$ cat src/rtl/mem_uploader.sv
// Reads bytes back out of SDRAM for HPS upload (save) requests, using the same
// address map as the ROM/expansion download path so an image reads back byte-exactly.
module mem_uploader #(
    parameter int          ADDR_W   = 25,
    parameter logic [7:0]  OOR_BYTE = 8'hFF
) (
    input  logic              clk_sys,
    input  logic              reset,
    input  logic              ce_ref,
    input  logic              ioctl_upload,
    input  logic              ioctl_rd,
    input  logic [ADDR_W-1:0] ioctl_addr,
    input  logic [7:0]        ioctl_index,
    input  logic [31:0]       ioctl_file_ext,
    output logic [7:0]        ioctl_din,
    output logic              ioctl_wait,
    output logic              upload_active,
    output logic              mem_rd,
    output logic [22:0]       mem_a,
    output logic [1:0]        mem_bank,
    input  logic [7:0]        mem_dout
);

    localparam int AW_EXT = (ADDR_W > 25) ? ADDR_W : 25;

    typedef enum logic [1:0] {ST_IDLE, ST_ARM, ST_READ, ST_DONE} state_t;

    state_t      state_reg, state_next;
    logic [7:0]  din_reg, din_next;
    logic        wait_reg, wait_next;
    logic        mem_rd_reg, mem_rd_next;
    logic [22:0] mem_a_reg, mem_a_next;
    logic [1:0]  mem_bank_reg, mem_bank_next;
    logic        active_reg, active_next;
    logic [8:0]  page_reg, page_next;
    logic        oor_hold_reg, oor_hold_next;

    logic [7:0]  ext_char [2];
    logic        ext_hex  [2];
    logic [3:0]  ext_val  [2];
    logic [8:0]  page_new;
    logic [8:0]  page_eff;
    logic        upload_rise;

    logic [AW_EXT-1:0] addr_ext;
    logic [8:0]        boot_hi;
    logic [22:0]       map_a;
    logic [1:0]        map_bank;
    logic              map_oor;

    logic unused_ext;
    assign unused_ext = ^ioctl_file_ext[31:16];

    // Decode the last two extension characters as hex digits ('0'-'9', 'A'-'F').
    generate
        for (genvar gi = 0; gi < 2; gi++) begin : g_ext
            assign ext_char[gi] = ioctl_file_ext[8*gi +: 8];
            assign ext_hex[gi]  = ((ext_char[gi] >= 8'h30) && (ext_char[gi] <= 8'h39)) ||
                                  ((ext_char[gi] >= 8'h41) && (ext_char[gi] <= 8'h46));
            assign ext_val[gi]  = (ext_char[gi] <= 8'h39) ? ext_char[gi][3:0]
                                                          : ext_char[gi][3:0] + 4'd9;
        end
    endgenerate

    // Any hex override clears bit 8: only the untouched 9'h1EE default keeps it.
    always_comb begin
        page_new = (ioctl_index != 8'd0) ? 9'h1EE : 9'h000;
        if (ext_hex[1]) page_new = {1'b0, ext_val[1], page_new[3:0]};
        if (ext_hex[0]) page_new = {1'b0, page_new[7:4], ext_val[0]};
        if ((ext_char[1] == 8'h5A) && ((ext_char[0] == 8'h5A) || (ext_char[0] == 8'h30)))
            page_new = 9'h000;
    end

    assign upload_rise = ioctl_upload & ~active_reg;
    assign page_eff    = upload_rise ? page_new : page_reg;
    assign addr_ext    = AW_EXT'(ioctl_addr);

    always_comb begin
        map_oor  = 1'b0;
        map_bank = 2'd0;
        map_a    = 23'd0;
        boot_hi  = 9'h000;
        if (ioctl_index != 8'd0) begin
            map_a    = {page_eff[8], page_eff[7:0] + addr_ext[21:14], addr_ext[13:0]};
            map_bank = {1'b0, &ioctl_index[7:6]};
        end else begin
            case (addr_ext[15:14])
                2'd0:    boot_hi = 9'h000;
                2'd1:    boot_hi = 9'h100;
                2'd2:    boot_hi = 9'h107;
                default: boot_hi = 9'h1FF;
            endcase
            map_a    = {boot_hi, addr_ext[13:0]};
            map_bank = {1'b0, addr_ext[16]};
            map_oor  = |addr_ext[AW_EXT-1:17];
        end
    end

    always_comb begin
        state_next    = state_reg;
        din_next      = din_reg;
        wait_next     = wait_reg;
        mem_rd_next   = mem_rd_reg;
        mem_a_next    = mem_a_reg;
        mem_bank_next = mem_bank_reg;
        oor_hold_next = 1'b0;
        active_next   = ioctl_upload;
        page_next     = upload_rise ? page_new : page_reg;

        case (state_reg)
            ST_IDLE: begin
                if (ioctl_rd && ioctl_upload) begin
                    wait_next = 1'b1;
                    if (map_oor) begin
                        din_next      = OOR_BYTE;
                        oor_hold_next = 1'b1;
                        state_next    = ST_DONE;
                    end else begin
                        mem_a_next    = map_a;
                        mem_bank_next = map_bank;
                        state_next    = ST_ARM;
                    end
                end
            end
            ST_ARM: begin
                if (!ioctl_upload) begin
                    wait_next   = 1'b0;
                    mem_rd_next = 1'b0;
                    state_next  = ST_IDLE;
                end else if (ce_ref) begin
                    mem_rd_next = 1'b1;
                    state_next  = ST_READ;
                end
            end
            ST_READ: begin
                if (!ioctl_upload) begin
                    wait_next   = 1'b0;
                    mem_rd_next = 1'b0;
                    state_next  = ST_IDLE;
                end else if (ce_ref) begin
                    din_next    = mem_dout;
                    mem_rd_next = 1'b0;
                    state_next  = ST_DONE;
                end
            end
            default: begin
                // Out-of-range replies spend one extra cycle here so wait spans two cycles.
                if (oor_hold_reg) begin
                    oor_hold_next = 1'b0;
                end else begin
                    wait_next  = 1'b0;
                    state_next = ST_IDLE;
                end
            end
        endcase
    end

    always_ff @(posedge clk_sys) begin
        if (reset) begin
            state_reg    <= ST_IDLE;
            din_reg      <= 8'd0;
            wait_reg     <= 1'b0;
            mem_rd_reg   <= 1'b0;
            mem_a_reg    <= 23'd0;
            mem_bank_reg <= 2'd0;
            active_reg   <= 1'b0;
            page_reg     <= 9'd0;
            oor_hold_reg <= 1'b0;
        end else begin
            state_reg    <= state_next;
            din_reg      <= din_next;
            wait_reg     <= wait_next;
            mem_rd_reg   <= mem_rd_next;
            mem_a_reg    <= mem_a_next;
            mem_bank_reg <= mem_bank_next;
            active_reg   <= active_next;
            page_reg     <= page_next;
            oor_hold_reg <= oor_hold_next;
        end
    end

    assign ioctl_din     = din_reg;
    assign ioctl_wait    = wait_reg;
    assign mem_rd        = mem_rd_reg;
    assign mem_a         = mem_a_reg;
    assign mem_bank      = mem_bank_reg;
    assign upload_active = active_reg;

endmodule

$ cat config.mk
export PLATFORM = sky130hd
export DESIGN_NAME = mem_uploader
export DESIGN_NICKNAME = d
export VERILOG_FILES = /design/src/rtl/mem_uploader.sv
export SDC_FILE = /design/constraint.sdc
export NUM_CORES = 1
export LEC_CHECK = 0
export BUFFER_PORTS_ARGS = -buffer_cell sky130_fd_sc_hd__buf_2
export CAP_MARGIN = 20
export CELL_PAD_IN_SITES_DETAIL_PLACEMENT = 2
export CELL_PAD_IN_SITES_GLOBAL_PLACEMENT = 2
export CORE_ASPECT_RATIO = 1.75
export CORE_MARGIN = 5
export CORE_UTILIZATION = 28
export CTS_CLUSTER_SIZE = 40
export DETAILED_ROUTE_END_ITERATION = 10
export GPL_TIMING_DRIVEN = 1
export PLACE_DENSITY_LB_ADDON = 0.1
export SYNTH_ARGS = -nofsm -noshare
export SYNTH_HDL_FRONTEND = slang
export SYNTH_SLANG_ARGS = --single-unit
export TNS_END_PERCENT = 10
$ cat constraint.sdc
create_clock -name clk_sys -period 7.1 [get_ports clk_sys]
set_clock_uncertainty 0.1 [all_clocks]
set_input_delay 1.42 -clock clk_sys [delete_from_list [all_inputs] [get_ports clk_sys]]
set_output_delay 1.42 -clock clk_sys [all_outputs]
set_load 0.03 [all_outputs]
; ---- Yosys cells after proc, flatten, opt, wreduce, memory -nomap -nowiden
; Cells that the tools add are included.
[classes]
n_addsub = 3
magnitude_cmp = 8
n_eq_ne = 16
muxes = 34
n_bitwise = 5
reduce_logical = 23
[ops]
columns = operator, count
row1 = 9-bit 2-to-1 mux, 5
row2 = 8-bit 2-to-1 mux, 4
row3 = 9-bit case mux with 3 select lines, 1
row4 = 23-bit 2-to-1 mux, 1
row5 = 8-bit by 7-bit == test with 1-bit output (second input constant), 2
row6 = 8-bit by 6-bit >= comparator with 1-bit output (second input constant), 2
row7 = 8-bit by 7-bit >= comparator with 1-bit output (second input constant), 2
row8 = 8-bit by 6-bit less-or-equal comparator with 1-bit output (second input constant), 2
row9 = 8-bit by 7-bit less-or-equal comparator with 1-bit output (second input constant), 2
row10 = 8-bit case mux with 2 select lines, 1
row11 = 2-bit 2-to-1 mux, 7
row12 = 1-bit 2-to-1 mux, 10
row13 = 2-bit inequality test (second input constant), 5
row14 = 3-bit AND reduction, 3
row15 = 4-bit adder (second input constant), 2
row16 = 8-bit adder, 1
row17 = 8-bit by 6-bit == test with 1-bit output (second input constant), 1
row18 = 4-bit 2-to-1 mux, 2
row19 = 8-bit nonzero test, 1
row20 = 8-bit OR reduction, 1
row21 = 1-bit logical AND, 6
row22 = 3-bit inequality test (second input constant), 2
row23 = 2-bit case mux with 3 select lines, 1
row24 = 5-bit AND reduction, 1
row25 = other kinds (14), 24
[word_totals]
regBits = 48
word_cells = 98

; ---- Logic depth before layout (Yosys ltp)
; Gate-level depths: netlist (run 1).
[logic_depth]
depth_word = 9
ltp_mapped = 16
mapped_depth_nobuf = 16

; ---- Least setup slack after synthesis (run 1)
; Ideal clock, no wire load.
[synth_path]
kind = input -> register
startpoint = input ioctl_index[5]
endpoint = register mem_a_reg[21], in the netlist mem_a[21]
t_arrival_ps = 4333
required_ps = 6880
path_slack_ps = 2547
cell_stages = 13
path_buffers = 1
path_cell_list = or4_4 -> or2_1 -> clkbuf_1 -> o21ai_1 -> o31a_1 -> inv_1 -> ha_1 -> a21oi_1 -> o211ai_1 -> a2111oi_0 -> a2111oi_0 -> nor4bb_1 -> a211o_1
[synth_via]
elab_chain_len = 8
[synth_lines]
columns = item, line_no
row1 = "start, declared", 13  ; input logic [7:0] ioctl_index,
row2 = 8-bit nonzero test, 67  ; page_new = (ioctl_index != 8'd0) ? 9'h1EE : 9'h000;
row3 = 9-bit 2-to-1 mux, 67
row4 = 9-bit 2-to-1 mux, 68  ; if (ext_hex[1]) page_new = {1'b0, ext_val[1], page_new[3:0]};
row5 = 9-bit 2-to-1 mux, 69  ; if (ext_hex[0]) page_new = {1'b0, page_new[7:4], ext_val[0]};
row6 = 9-bit 2-to-1 mux, 70  ; if ((ext_char[1] == 8'h5A) && ((ext_char[0] == 8'h5A) || (ext_char[0] == 8'h30)))
row7 = 9-bit 2-to-1 mux, n/a
row8 = via page_eff[1], 42  ; logic [8:0] page_eff;
row9 = 8-bit adder, 84  ; map_a = {page_eff[8], page_eff[7:0] + addr_ext[21:14], addr_ext[13:0]};
row10 = 23-bit 2-to-1 mux, 83  ; if (ioctl_index != 8'd0) begin
row11 = "end signal, assigned", 174  ; mem_a_reg <= mem_a_next;
row12 = "end, declared", 32  ; logic [22:0] mem_a_reg, mem_a_next;
; The timed path passes the listed nets, and every way through them passes these cells.
; A chain may end at the register's enable or synchronous reset.

; ---- Worst setup path in the final report (run 1)
[layout_path]
startpoint = input ioctl_file_ext[0]
endpoint = register mem_a_reg[21], in the netlist mem_a[21]
[layout_via]
elab_chain_len = 8
[layout_lines]
columns = item, line_no
row1 = "start, declared", 14  ; input logic [31:0] ioctl_file_ext,
row2 = "8-bit by 6-bit >= comparator with 1-bit output, or another cell as far along", 58  ; assign ext_hex[gi] = ((ext_char[gi] >= 8'h30) && (ext_char[gi] <= 8'h39)) ||
row3 = 1-bit logical AND (on tied branches), "58, 59"
row4 = 1-bit logical OR, 58
row5 = 9-bit 2-to-1 mux, 69
row6 = 9-bit 2-to-1 mux *, 70
row7 = 9-bit 2-to-1 mux *, n/a
row8 = via page_eff[1], 42
row9 = 8-bit adder *, 84
row10 = 23-bit 2-to-1 mux *, 83
; Mark *: on every way through the listed nets, which the timed path passes. The rest lies on a longest branch.

==> results_dict.tcl, run 1 <==
set metrics [dict create \
    gr-usage-all-layers 0.144 \
    maxCapViolCount 0 \
    crit_path_end_kind "flop" \
    synthMuxAreaShare 0.00358 \
    synthArstFlopShare 0 \
    path_buf_inv 3 \
    hp-class "flop to flop" \
    cp-start-kind "input pin" \
    p_int_uw 553 \
    fin_crit_sh 0.707 \
    tightest_slew_ns 0.883 \
    slew-limit-headroom 0.411 \
    synthSimpleGateAreaFrac 0.237 \
    hold_ws_ns 0.352 \
    peakVddDrop_v 0.000141 \
    ios 114 \
    wl_per_cell_um 15.5 \
    portBuffers 96 \
    yosysWarnings 0 \
    switchingPower_uw 276 \
    r2r_cells 10 \
    clk_path_buf_depth 2 \
    cts.htree.levels 2 \
    grt_pass1_wl_um 14200 \
    syn_area_per_cell_sq_um 8.06 \
    syn_nets 445 \
    drive_gt1_frac 0.272 \
    seq_power_share 0.369 \
    holdPathStages 2 \
    synth-seq-cells 47 \
    gp_congestion 0.673 \
    ys_seq_area_frac 0.337 \
    final_hold_viol_count 0 \
    antenna_found_initial 0 \
    r2r_start "upload_active" \
    cts_tree "yes" \
    dominantRegCellSynth "dfxtp_1" \
    diodes 0 \
    synth_top_family_by_area "compound AO/OA/AOI/OAI gates" \
    firstDrtPassIters 4 \
    area_growth_pct 26.3 \
    syn_inst 347 \
    start_util 0.284 \
    rsz0062_at_grt "no" \
    critPathMaxFanout 7 \
    critPathTopFamily "compound AO/OA/AOI/OAI gates" \
    dp_hpwl_um 7070 \
    path_clk_slew_ns 0.07 \
    synth-edff-count 0 \
    clockPowerShare 0.333 \
    period_minus_slack_ns 5.02 \
    hold_end "mem_a[15]" \
    synth_xor_area_frac 0.0188 \
    slew_violations 0 \
    num_vias 2807 \
    grt_max_degree 45 \
    syn_area_sq_um 2800 \
    drc 0 \
    final_nets 534 \
    cp.arrival_ns 5.10 \
    pwr-share-comb 0.298 \
    ys_types 61 \
    path_cells "buf_2, inv_1, ha_1, o21bai_1, a211o_1, o21ai_1, o21ai_1, o31a_1, inv_1, ha_1, a21oi_1, o211ai_1, a2111oi_0, a2111oi_0, nor4bb_1, a211o_1" \
    r2r_slack_ns 3.81 \
    overflow 0 \
    clock_sinks 47 \
    status "completed" \
    core_area_sq_um 9850 \
    max_stage_delay_ns 0.53 \
    insertion_delay_ns 0.29 \
    num_rows 48 \
    timing.fmax_ghz 0.199 \
    timing_worst_setup_path_type "input pin to flop" \
    cellLeakagePower_uw 0.00160 \
    swShare 0.333 \
    setup_viol 0 \
    die_height_um 142 \
    drt_iter0_drc 56 \
    fin_setup_tns_ns 0 \
    rr_endpoint "mem_a[21]" \
    largest_reg_flops 23 \
    yosys.area_share.adder 0.0922 \
    viasPerCell 4.99 \
    synth-compound-area-share 0.240 \
    postCtsSetupBuffers 0 \
    crit_slowest_cell "a2111oi_0" \
    die_area_sq_um 12200 \
    fp.dieW_um 85.5 \
    cts.hold.buffers_added 0 \
    finalWirelength_um 8690 \
    fin_util 0.358 \
    cts_root_buf "clkbuf_16" \
    critPathRequiredTime_ns 7.18 \
    ant_nets 0 \
    cts_buffers 5 \
    grt_pass1_vias 2992 \
    worstHoldStart "mem_a[15]" \
    power_uw 830 \
    power_density_nw_per_um2 235 \
    cts_resized 0 \
]
-- synthesized netlist by cell type (2+ instances only) --
cell type,n,area share
or2_2,2,0.0045
nor2b_1,2,0.0045
and2_1,6,0.013
or3_1,2,0.0045
nor4bb_1,2,0.0072
and3_1,2,0.0045
o31ai_1,3,0.0081
ha_1,19,0.085
buf_4,2,0.0054
nor2_1,30,0.040
xor2_1,2,0.0063
o211ai_1,3,0.0081
buf_6,2,0.0081
nand2_1,54,0.073
o21ai_0,17,0.030
inv_1,28,0.038
nor3b_1,2,0.0054
a21oi_1,30,0.054
a2111oi_0,2,0.0063
buf_2,2,0.0036
nand2b_1,2,0.0045
or4_4,2,0.0081
or2_1,2,0.0045
nor3_1,7,0.013
dfxtp_1,47,0.34
o21a_1,2,0.0054
a211oi_1,7,0.019
o31a_1,2,0.0063
a311oi_1,9,0.028
nand3_1,8,0.014
o211a_1,2,0.0072
o21ai_1,2,0.0036
clkbuf_1,9,0.012
a311oi_2,2,0.011
a211o_1,3,0.0094
xnor2_1,4,0.013
-- metrics by stage --
stage | cell area [sq um] | cells | setup slack [ns]
2_1_floorplan | 2800 | 347 | 2.55
3_3_place_gp | 3360 | 554 | 1.74
3_5_place_dp | 3360 | 554 | 1.67
4_1_cts | 3530 | 562 | 1.98
5_1_grt | 3530 | 562 | 1.78
6_report | 3530 | 562 | 2.08
-- cells in the final DEF, fill, tap and decap left out, types with 3 or more instances in the layout --
| master | synthesis | layout |
|---|---|---|
| a211oi_1 | 7 | 7 |
| dfxtp_1 | 47 | 47 |
| nand3_1 | 8 | 8 |
| xnor2_1 | 4 | 4 |
| nor3_1 | 7 | 7 |
| buf_2 | 2 | 96 |
| o31ai_1 | 3 | 3 |
| nand2_1 | 54 | 54 |
| a311oi_1 | 9 | 9 |
| a211o_1 | 3 | 3 |
| a21oi_1 | 30 | 30 |
| and2_1 | 6 | 6 |
| ha_1 | 19 | 19 |
| inv_1 | 28 | 28 |
| o21ai_0 | 17 | 17 |
| o211ai_1 | 3 | 3 |
| clkbuf_16 | 0 | 5 |
| nor2_1 | 30 | 30 |
-- worst max-delay path by stage --
| stage | startpoint | end | slack [ns] | cells past startpoint |
|---|---|---|---|---|
| finish | ioctl_file_ext[0] | mem_a[21] | 2.08 | 16 |
| detailed placement | ioctl_file_ext[0] | mem_a[21] | 1.67 | 16 |
| global route | ioctl_file_ext[1] | mem_a[21] | 1.78 | 16 |
| global placement | ioctl_file_ext[0] | mem_a[21] | 1.74 | 16 |
| floorplan | ioctl_index[5] | mem_a[21] | 2.55 | 13 |
| CTS | ioctl_file_ext[0] | mem_a[21] | 1.98 | 16 |
-- routing by layer --
metal  track usage  vias up  part of all wire  wire, um
li1              -     1390                 -         -
met1         0.145     1344              0.37      3220
met2         0.292       67              0.57      4950
met3        0.0238        6             0.046       402
met4        0.0425        0             0.013       117
met5             0        -                 0         0
-- cells by family (layout without fill, tap and decap cells) --
group                      Yosys count  count (layout)
xor gates and xnor gates             6               6
muxes                                1               1
other                                1               1
and+or+nand+nor                    133             133
adders and majority gates           20              20
AOI/OAI and AO/OA                   95              95
buffers and inverters               44             134
DFF                                 47              47
-- area by class of cell --
cell class | count | area (sq um)
sequential | 47 | 941
tap | 125 | 156
fill | 1218 | 6320
inverter | 28 | 105
clock inverter | 2 | 35.0
clock buffer | 6 | 139
multi-input combinational | 256 | 1660
timing repair buffer | 98 | 495
-- power by group through the flow --
stage	clock (uW)	combinational [uW]	sequential (uW)
6_report	277	247	306
4_1_cts	288	253	307
3_5_place_dp	0	251	313
2_1_floorplan	0	129	351
3_3_place_gp	0	246	311
5_1_grt	300	275	311
-- worst register-to-register path: stages, from the launching register on --
cell and delay [ns]:
dfxtp_1 0.35, nand2b_1 0.54, o31a_1 0.34, inv_1 0.07
ha_1 0.28, a21oi_1 0.20, o211ai_1 0.14, a2111oi_0 0.53
a2111oi_0 0.15, nor4bb_1 0.19, a211o_1 0.29
Power figures use the tool's default switching activity.
==> run 2, diff against run 1 <==
--- a/config.mk
+++ b/config.mk
@@ -11,7 +11,7 @@
 export CELL_PAD_IN_SITES_GLOBAL_PLACEMENT = 2
 export CORE_ASPECT_RATIO = 1.75
 export CORE_MARGIN = 5
-export CORE_UTILIZATION = 28
+export CORE_UTILIZATION = 26
 export CTS_CLUSTER_SIZE = 40
 export DETAILED_ROUTE_END_ITERATION = 10
 export GPL_TIMING_DRIVEN = 1
==> constraint.sdc (replaced) <==
create_clock -name clk_sys -period 5.1 [get_ports clk_sys]
set_clock_uncertainty 0.1 [all_clocks]
set_input_delay 1.02 -clock clk_sys [delete_from_list [all_inputs] [get_ports clk_sys]]
set_output_delay 1.02 -clock clk_sys [all_outputs]
set_load 0.03 [all_outputs]
==> results_dict.tcl, run 2 (synthesized netlist as in run 1, its figures left out) <==
set metrics [dict create \
    fp.dieW_um 88.4 \
    place_area_sq_um 3410 \
    cts_root_buf "clkbuf_16" \
    fin_setup_tns_ns 0 \
    grt_pass1_vias 3132 \
    clock_sinks 47 \
    tightest_slew_ns 0.705 \
    cts_buffers 5 \
    largest_reg_flops 23 \
    peakVddDrop_v 0.000162 \
    cts_resized 0 \
    final_cell_mix "buf_2, nand2_1, dfxtp_1" \
    postCtsSetupBuffers 0 \
    regArea_sq_um 941 \
    area_growth_pct 27.1 \
    cts.htree.levels 2 \
    slew_violations 0 \
    antenna_found_initial 0 \
    cellLeakagePower_uw 0.00161 \
    setup_viol 0 \
    diodes 0 \
    start_util 0.263 \
    cp.arrival_ns 4.50 \
    num_vias 2845 \
    die_area_sq_um 13000 \
    core_area_sq_um 10600 \
    gr-usage-all-layers 0.145 \
    cts_tree "yes" \
    period_minus_slack_ns 4.42 \
    rsz0062_at_grt "no" \
    status "completed" \
    crit_path_end_kind "flop" \
    fin_crit_sh 0.866 \
    timing.fmax_ghz 0.226 \
    drt_iter0_drc 50 \
    cts.hold.buffers_added 0 \
    die_height_um 147 \
    ios 114 \
    final_cell_area_sq_um 3550 \
    power_density_nw_per_um2 311 \
    critPathMaxFanout 6 \
    firstDrtPassIters 3 \
    dp_hpwl_um 7500 \
    maxCapViolCount 0 \
    viasPerCell 4.97 \
    drc 0 \
    slew-limit-headroom 0.530 \
    final_hold_viol_count 0 \
    wl_per_cell_um 16.1 \
    gp_congestion 0.708 \
    cp-start-kind "input pin" \
    multi_input_area_sq_um 1660 \
    finalWirelength_um 9200 \
    portBuffers 96 \
    grt_max_degree 45 \
    final_nets 540 \
    r2r_slack_ns 2.03 \
    insertion_delay_ns 0.29 \
    hp-class "flop to flop" \
    clk_path_buf_depth 2 \
    ant_nets 0 \
    final.fill_count 1299 \
    layout_commonest_cell "buf_2" \
    critPathRequiredTime_ns 5.18 \
    path_clk_slew_ns 0.07 \
    overflow 0 \
    num_rows 50 \
    timing_worst_setup_path_type "input pin to flop" \
    grt_pass1_wl_um 14900 \
    drive_gt1_frac 0.282 \
]
==> run 2: worst max-delay path, cell delays in order <==
cell       delay, ns
buf_2           0.12
inv_1           0.11
ha_1            0.21
o21bai_1        0.09
a211o_1         0.27
o21ai_1         0.37
o21ai_1         0.20
o31a_1          0.38
inv_1           0.08
ha_1            0.22
a21oi_1         0.19
o211ai_1        0.14
a2111oi_0       0.43
buf_4           0.19
a2111oi_0       0.05
nor4bb_1        0.17
a211o_1         0.26
==> run 2: layer usage <==
layer / vias to the layer above / part of all wire / track usage
met5: - / 0 / 0
met4: 0 / 0.015 / 0.0477
met3: 7 / 0.048 / 0.0224
met2: 61 / 0.59 / 0.294
met1: 1375 / 0.35 / 0.139
li1: 1402 / - / -
==> run 2: final timing paths <==
| path | startpoint | end | cells after the start |
|---|---|---|---|
| hold reg to reg | mem_a[15] | mem_a[15] | 2 |
| setup reg to reg | upload_active | mem_a[21] | 11 |
| hold / removal | mem_a[15] | mem_a[15] | 2 |
| setup / recovery | ioctl_file_ext[0] | mem_a[21] | 17 |
==> run 2: per-stage QoR <==
step           power [uW]  hold slack, ns  setup slack, ns  instances   util
3_3_place_gp          780           0.338            0.348        565  0.320
3_5_place_dp          792           0.351            0.270        565  0.320
6_report             1110           0.359            0.684        573  0.334
5_1_grt              1180           0.386            0.369        573  0.334
4_1_cts              1130           0.363            0.576        573  0.334
2_1_floorplan         668           0.344            0.947        347      -
==> run 2: layout make-up <==
type	count	share of cell area
clock inverters	3	0.00564
repair buffers	104	0.152
clock buffers	5	0.0352
multi-input cells	256	0.467
inverters	28	0.0296
flip-flops and latches	47	0.265
well taps	130	0.0458
==> run 2: power by group <==
| part | switching [uW] | internal [uW] |
|---|---|---|
| clock | 149 | 181 |
| combinational | 225 | 125 |
| sequential | 21.2 | 405 |
| total | 395 | 711 |
==> run 3, diff against run 2 <==
--- a/config.mk
+++ b/config.mk
@@ -5,13 +5,14 @@
 export SDC_FILE = /design/constraint.sdc
 export NUM_CORES = 1
 export LEC_CHECK = 0
+export ABC_AREA = 1
 export BUFFER_PORTS_ARGS = -buffer_cell sky130_fd_sc_hd__buf_2
 export CAP_MARGIN = 20
 export CELL_PAD_IN_SITES_DETAIL_PLACEMENT = 2
 export CELL_PAD_IN_SITES_GLOBAL_PLACEMENT = 2
 export CORE_ASPECT_RATIO = 1.75
 export CORE_MARGIN = 5
-export CORE_UTILIZATION = 26
+export CORE_UTILIZATION = 25
 export CTS_CLUSTER_SIZE = 40
 export DETAILED_ROUTE_END_ITERATION = 10
 export GPL_TIMING_DRIVEN = 1
==> results_dict.tcl, run 3 <==
set metrics [dict create \
    final_cell_mix "buf_2, nand2_1, nor2_1" \
    finalWirelength_um 9220 \
    cts_root_buf "clkbuf_16" \
    dominantRegCellSynth "dfxtp_1" \
    drt_iter0_drc 51 \
    syn_area_per_cell_sq_um 7.01 \
    critPathMaxFanout 5 \
    gr-usage-all-layers 0.136 \
    ys_seq_area_frac 0.337 \
    largest_reg_flops 23 \
    dr_wl_met3_um 361 \
    synth.area.top_cells "dfxtp_1, nand2_1, ha_1, nor2_1, o21ai_0" \
    area_growth_pct 27.1 \
    num_vias 2978 \
    grt_pass1_vias 3175 \
    timing.fmax_ghz 0.273 \
    drive_gt1_frac 0.294 \
    syn_area_sq_um 2790 \
    portBuffers 96 \
    setup_viol 0 \
    r2r_start "upload_active" \
    crit_path_end_kind "flop" \
    grt_pass1_wl_um 15000 \
    r2r_cells 19 \
    highest_layer "met5" \
    synth-seq-cells 47 \
    hold_ws_ns 0.363 \
    diodes 0 \
    timing_worst_setup_path_type "input pin to flop" \
    final.fill_count 1358 \
    rr_endpoint "mem_a[20]" \
    syn_inst 398 \
    fin_setup_tns_ns 0 \
    cts.hold.buffers_added 0 \
    dp_cells 617 \
    layout_commonest_cell "buf_2" \
    syn_nets 496 \
    die_area_sq_um 13500 \
    start_util 0.253 \
    synth.most_common_cell "nand2_1" \
    drc 0 \
    final_hold_viol_count 0 \
    yosysTopAreaCellShare 0.337 \
    slew-limit-headroom 0.375 \
    endpoint "mem_a[20]" \
    slew_violations 0 \
    power_density_nw_per_um2 313 \
    maxCapViolCount 0 \
    viasPerCell 4.76 \
    cp-start-kind "input pin" \
    dp_hpwl_um 7600 \
    firstDrtPassIters 4 \
    clk_path_buf_depth 2 \
    cts_resized 0 \
    status "completed" \
    cts.htree.levels 2 \
    synthArstFlopShare 0 \
    tightest_slew_ns 0.936 \
    hp-class "flop to flop" \
    fin_cells 625 \
    overflow 0 \
    wl_per_cell_um 14.8 \
    yosys-top-cells-count "nand2_1, nor2_1, dfxtp_1" \
    crit_start "ioctl_file_ext[1]" \
    fin_crit_sh 0.717 \
    ant_nets 0 \
    grt_max_degree 35 \
    synth-edff-count 0 \
    yosysWarnings 0 \
    final_nets 590 \
    clock_sinks 47 \
    rsz0062_at_grt "no" \
    cts_buffers 5 \
    fp.dieW_um 89.9 \
    ios 114 \
    r2r_slack_ns 2.42 \
    path_clk_slew_ns 0.07 \
    ys_types 39 \
    core_area_sq_um 11000 \
    critPathRequiredTime_ns 5.23 \
    num_rows 51 \
    gp_congestion 0.727 \
    cellLeakagePower_uw 0.00182 \
    cts_tree "yes" \
    die_height_um 150 \
    synth.largest_area_cell "dfxtp_1" \
    antenna_found_initial 1 \
    met2_wirelength_um 5250 \
    postCtsSetupBuffers 0 \
    peakVddDrop_v 0.000237 \
    period_minus_slack_ns 3.66 \
    power_uw 1110 \
    insertion_delay_ns 0.29 \
    cp.arrival_ns 3.78 \
    m1WireLength_um 3470 \
]
-- run 3: report_power, final --
part           internal (uW)  total (uW)  leakage [uW]  switching (uW)
registers                408         427      0.000386            19.6
clock network            196         345     0.0000731             148
logic                    110         338       0.00136             228
total                    714        1110       0.00182             396
-- run 3: worst min path at each step --
| stage | from | end | depth (start not counted) |
|---|---|---|---|
| floorplan | page_reg[8] | page_reg[8] | 2 |
| global placement | mem_rd | mem_rd | 2 |
| detailed placement | mem_rd | mem_rd | 2 |
| CTS | mem_rd | mem_rd | 2 |
| global route | mem_rd | mem_rd | 2 |
| finish | mem_rd | mem_rd | 2 |
-- run 3: critical path: stages --
cell,delay [ns]
buf_2,0.12
inv_1,0.10
ha_1,0.15
inv_1,0.06
o211ai_2,0.21
nand3_1,0.21
nand2_1,0.11
nand4_1,0.12
nand2_1,0.11
ha_1,0.18
inv_1,0.06
fa_1,0.35
inv_1,0.07
nand2_1,0.06
nand2_1,0.06
a21oi_1,0.08
or2_1,0.23
nand2_1,0.06
nand2_1,0.05
nand2_1,0.07
or2_2,0.11
nand3_1,0.07
a21oi_1,0.12
-- run 3: cell families (layout without fill, tap and decap cells) --
family                     after synthesis  in the layout  synth area share
muxes                                    1              1           0.00359
xor gates and xnor gates                 1              1           0.00314
other                                    1              1           0.00134
DFF                                     47             47             0.337
and+or+nand+nor                        188            188             0.320
buffers and inverters                   55            150            0.0784
AOI/OAI and AO/OA                       85             85             0.165
adders and majority gates               20             20            0.0923
-- run 3: metrics by stage --
step | worst slack [ns] | cell area [sq um] | util
after floorplan | 1.71 | 2790 | -
after global placement | 1.15 | 3390 | 0.307
after detailed placement | 1.10 | 3390 | 0.307
after CTS | 1.38 | 3550 | 0.321
after global routing | 1.16 | 3550 | 0.321
final | 1.44 | 3550 | 0.321
-- run 3: final cells by class --
type,instances,area (sq um),area share
repair buffers,96,480,0.135
well taps,132,165,0.0465
inverters,46,175,0.0494
flip-flops and latches,47,941,0.265
clock buffers,6,139,0.0391
clock inverters,2,16.3,0.00458
multi-input cells,296,1630,0.460
-- run 3: routing by layer --
metal | global-route usage | vias up
met5 | 0 | -
met4 | 0.0425 | 2
met3 | 0.0292 | 9
met2 | 0.275 | 65
met1 | 0.133 | 1416
li1 | - | 1486
